==> config.mk <==
export PLATFORM = sky130hd
export DESIGN_NAME = uart_rx_deserializer
export DESIGN_NICKNAME = d
export VERILOG_FILES = /design/src/rtl/uart_rx_deserializer.sv
export SDC_FILE = /design/constraint.sdc
export NUM_CORES = 1
export LEC_CHECK = 0
export BUFFER_PORTS_ARGS = -buffer_cell sky130_fd_sc_hd__buf_4
export CORE_MARGIN = 5
export CORE_UTILIZATION = 53
export DETAILED_ROUTE_END_ITERATION = 16
export PLACE_DENSITY = 0.84
export SYNTH_ARGS = -nofsm -noshare
export SYNTH_HDL_FRONTEND = slang
export SYNTH_SLANG_ARGS = --single-unit
export TNS_END_PERCENT = 20
==> constraint.sdc <==
create_clock -name clk -period 1.8 [get_ports clk]
set_input_delay 0 -clock clk [delete_from_list [all_inputs] [get_ports clk]]
set_output_delay 0 -clock clk [all_outputs]
set_load 0.01 [all_outputs]
==> src/rtl/uart_rx_deserializer.sv <==
// 8N1 UART receiver: 16x oversampling, 2-flop input synchroniser, 3-sample
// majority vote per bit, false-start rejection and break handling after a bad stop bit.
module uart_rx_deserializer #(
  parameter int CLK_HZ = 50000000,
  parameter int BAUD   = 115200
) (
  input  logic       clk,
  input  logic       reset_n,
  input  logic       rxd,
  output logic       rxReady,
  output logic [7:0] rxData,
  output logic       rxFramingError,
  output logic       rxBusy
);

  localparam int DIV = CLK_HZ / (BAUD * 16);
  localparam int PW  = $clog2(DIV + 1);

  if (DIV < 1) begin : g_div_check
    $error("uart_rx_deserializer: CLK_HZ must be at least 16*BAUD");
  end

  typedef enum logic [2:0] {
    ST_IDLE,
    ST_START,
    ST_DATA,
    ST_STOP,
    ST_BREAK
  } state_e;

  state_e          state_q, state_d;
  logic [1:0]      sync_q, sync_d;
  logic [PW-1:0]   presc_q, presc_d;
  logic [3:0]      s_q, s_d;
  logic [1:0]      smp_q, smp_d;
  logic [2:0]      idx_q, idx_d;
  logic [7:0]      shreg_q, shreg_d;
  logic            ready_q, ready_d;
  logic            ferr_q, ferr_d;
  logic [7:0]      data_q, data_d;

  logic rxs;
  logic tick;
  logic vote;
  logic vote_valid;
  logic last_tick;
  logic clear_cnt;

  assign rxs        = sync_q[1];
  assign tick       = (presc_q == PW'(DIV - 1));
  assign vote       = (smp_q[0] & smp_q[1]) | (smp_q[0] & rxs) | (smp_q[1] & rxs);
  assign vote_valid = tick && (s_q == 4'd9);
  assign last_tick  = tick && (s_q == 4'd15);
  assign clear_cnt  = (state_q == ST_IDLE) && !rxs;

  // State register
  always_ff @(posedge clk or negedge reset_n) begin
    if (!reset_n) begin
      state_q <= ST_IDLE;
    end else begin
      // NOTE: non-blocking so every flop in the block samples pre-edge values.
      state_q <= state_d;
    end
  end

  // Datapath registers: synchroniser, counters, shift register, output strobes
  always_ff @(posedge clk or negedge reset_n) begin
    if (!reset_n) begin
      sync_q  <= 2'b11;
      presc_q <= '0;
      s_q     <= 4'd0;
      smp_q   <= 2'b00;
      idx_q   <= 3'd0;
      // NOTE: the shift register is reset too, so a mid-frame reset cannot leak partial bits.
      shreg_q <= 8'h00;
      ready_q <= 1'b0;
      ferr_q  <= 1'b0;
      data_q  <= 8'h00;
    end else begin
      sync_q  <= sync_d;
      presc_q <= presc_d;
      s_q     <= s_d;
      smp_q   <= smp_d;
      idx_q   <= idx_d;
      shreg_q <= shreg_d;
      ready_q <= ready_d;
      ferr_q  <= ferr_d;
      data_q  <= data_d;
    end
  end

  // Tick generation and mid-bit sample capture
  always_comb begin
    // NOTE: every variable gets a default first, so no path infers a latch.
    sync_d  = {sync_q[0], rxd};
    presc_d = tick ? '0 : presc_q + 1'b1;
    s_d     = tick ? s_q + 4'd1 : s_q;
    smp_d   = smp_q;
    if (tick && (s_q == 4'd7)) smp_d[0] = rxs;
    if (tick && (s_q == 4'd8)) smp_d[1] = rxs;
    if (clear_cnt) begin
      presc_d = '0;
      s_d     = 4'd0;
    end
  end

  // Next-state logic
  always_comb begin
    state_d = state_q;
    idx_d   = idx_q;
    shreg_d = shreg_q;
    unique case (state_q)
      ST_IDLE: begin
        if (!rxs) state_d = ST_START;
      end
      ST_START: begin
        if (vote_valid && vote) begin
          state_d = ST_IDLE;
        end else if (last_tick) begin
          state_d = ST_DATA;
          idx_d   = 3'd0;
        end
      end
      ST_DATA: begin
        if (vote_valid) shreg_d[idx_q] = vote;
        if (last_tick) begin
          if (idx_q == 3'd7) state_d = ST_STOP;
          else               idx_d   = idx_q + 3'd1;
        end
      end
      ST_STOP: begin
        // Leave at the mid-stop vote so a start bit in the stop bit's second half is seen.
        if (vote_valid) state_d = vote ? ST_IDLE : ST_BREAK;
      end
      ST_BREAK: begin
        if (rxs) state_d = ST_IDLE;
      end
      default: state_d = ST_IDLE;
    endcase
  end

  // Output logic
  always_comb begin
    ready_d = (state_q == ST_STOP) && vote_valid && vote;
    ferr_d  = (state_q == ST_STOP) && vote_valid && !vote;
    data_d  = ready_d ? shreg_q : data_q;
  end

  assign rxReady        = ready_q;
  assign rxFramingError = ferr_q;
  assign rxData         = data_q;
  assign rxBusy         = (state_q != ST_IDLE);

endmodule
==> metrics.txt <==
share of cells above drive strength 1 44.86%; worst slew pin tran 0.4573 ns; area occupied by multi-input gates 897.1 um2; antenna cells 0; synth unique cells 46; PD cells 702.3 nW/um2; CTS clk-pin slew, worst paths 0.12 ns; overflow left after global routing 0; Slew headroom 69.09%; placed cells 214; starting DRC count in detailed routing 98; setup ws final -0.06702 ns; clk_lat worst skew 0.35 ns; initial core utilization 55.01%; nets 194; core area 3337 um2; Mapped Cells 149; Worst VDD drop 0.6533 mV; # fillers 242; Die W 68.85 um; hold slack 0.1187 ns; Final Max Slew Viols 0; PortBufs 13; kind of critical path reg -> reg; All-Layer GR Usage 18.38%; # clock sinks 37; element type at the critical path start flip-flop; Seq/Total Area, Yosys 50.58%; first-pass GRT wire length 6182 um; total routed wirelength 3867 um; Final ANT Viol Nets 0; Syn Std Cell Area 1836 um2; Final setup viols 7; fin crit share 103.7%; share of the synthesized area in the top cell type 47.72%; Worst EP arrival 2.17 ns; Synth area leaders dfrtp_1, mux2_2, ha_1; htree depth 2; DRC Markers 0; # rows 21; Worst Hold Class in -> async; Leak 1.123 nW; DR vias 1,279; Mean Syn Cell Area 12.32 um2; crit path max fanout 6; clock buffer depth 2; most area-hungry cell type in the Yosys netlist dfrtp_1; CTS tree built; Syn Nets 159; RSZ-0062 raised after global routing true; Hold Fails Final Rpt 0; #FFs+latches synth 37; Yosys Warn Count 0; die area 4740 um2; max cap viols 0; Post-Layout Cell Count 231; Final Skew 0.005627 ns; Post-synth EDFFs 0; register area 928.4 um2; fmax 535.6 MHz; dpl hpwl 2515 um; WL/cell 16.74 um; failing checks negative setup slack; Placer Congestion 0.9380; Async SR Flop Fraction 100.0%; Root Buffer clkbuf_4; initial antenna violation count 0; Tot Pwr 1.601 mW; status finished, violations left; Boundary Pins 14; Data required, critical path 2.10 ns; pin count of the biggest net entering global routing 38; main flop type after synthesis dfrtp_1; Area Growth Syn to Fin 24.20%; Vias/cell 5.537; vias in the first global route 1,295; Detailed Routing Iterations Pass 1 4; Layout Utilization 68.32%; Setup TNS Final -0.3336 ns; Worst Setup End Kind flip-flop; Tmin final 1.867 ns; cts bufs inserted 5; Die H 68.85 um
## metal layers
layer	share of wire (%)	vias to the layer above	wire length, um	global-route usage [%]
met5	0	-	0	0
met1	42	650	1608	21.93
met4	1.6	0	61	7.543
met2	53	22	2053	31.55
met3	3.7	8	144	4.538
li1	-	599	-	-
## worst max-delay path, cell delays in order, from the launching register on
cell and delay, ns:
dfrtp_1 0.39, inv_1 0.07, ha_2 0.20, and4b_2 0.31, buf_6 0.14, nand4_1 0.13, buf_4 0.18, nor3_4 0.22
mux2_4 0.19
## Yosys cell counts (all sizes together) (2+ instances only)
library cell and instances:
nor3b 4, inv 7, mux2 19, nor2 13, or2 2, nand3b 3
nand4 4, or3b 2, a22o 2, dfrtp 35, nand2 9, a21oi 3
ha 7, nor3 3, dfstp 2, buf 5, o21ai 2, nand3 5
xor2 4, and4b 2
## final timing paths
path,from,endpoint,slack (ns),depth (start not counted)
max in group asynchronous,reset_n,sync_q[0],1.32,2
setup / recovery,presc_q[0],idx_q[0],-0.07,8
hold / removal,reset_n,rxFramingError,0.12,2
min in group clk,rxd,sync_q[0],0.30,2
setup reg to reg,presc_q[0],idx_q[0],-0.07,8
hold reg to reg,sync_q[0],sync_q[1],0.37,0
## timing repair
item	in CTS	in global routing
resized for setup	6	9
pin swaps	5	5
buffers inserted	1	6
endpoints found under the setup margin	13	21
endpoints found under the hold margin	38	0
hold buffers	2	0
## cells by family after synthesis
| family | Yosys count | share of synthesized area, % |
|---|---|---|
| compound gates | 13 | 5.453 |
| xor+xnor | 5 | 2.386 |
| fa+ha+maj | 8 | 5.317 |
| buf+inv | 13 | 3.476 |
| flops | 37 | 50.58 |
| mux | 19 | 12.47 |
| simple gates | 54 | 20.31 |
## stage by stage
stage | setup slack (ns) | cell area (um2)
floorplan | 0.01104 | 1836
global placement | 0.04210 | 2043
detailed placement | -0.1156 | 2043
CTS | 0.003408 | 2201
global route | -0.1409 | 2280
finish | -0.06702 | 2280
## cell usage in the layout, fill, tap and decap left out, drive strengths merged, types with 2 or more instances in the layout
master and instances:
a21oi 3, a22o 2, and4b 2, buf 32, bufinv 2, clkbuf 5, dfrtp 35, dfstp 2
dlygate4sd3 2, ha 7, inv 8, mux2 19, nand2 9, nand3 5, nand3b 3, nand4 4
nor2 13, nor3 3, nor3b 4, o21ai 2, or2 2, or3b 2, xor2 4
## state kept, by name, indices dropped and copies added (netlist names), 2 cells and up
| signal | flops |
|---|---|
| sync_q | 2 |
| shreg_q | 8 |
| presc_q | 5 |
| smp_q | 2 |
| s_q | 4 |
| rxData | 8 |
| idx_q | 3 |
| state_q | 3 |
## where the power goes
part	internal, mW	total [mW]	switching (mW)
sequential	0.835	0.838	0.00267
combinational	0.00639	0.0230	0.0166
clock	0.437	0.740	0.303
total	1.28	1.60	0.322
## final cells by class
| class | instances | area share [%] |
|---|---|---|
| Sequential cell | 37 | 40.72 |
| Multi-Input combinational cell | 99 | 39.35 |
| Timing Repair Buffer | 34 | 11.58 |
| Clock inverter | 3 | 3.019 |
| Tap cell | 46 | 2.525 |
| Clock buffer | 5 | 1.647 |
| Inverter | 7 | 1.153 |
Note: power is estimated with default switching activity, not from simulation.
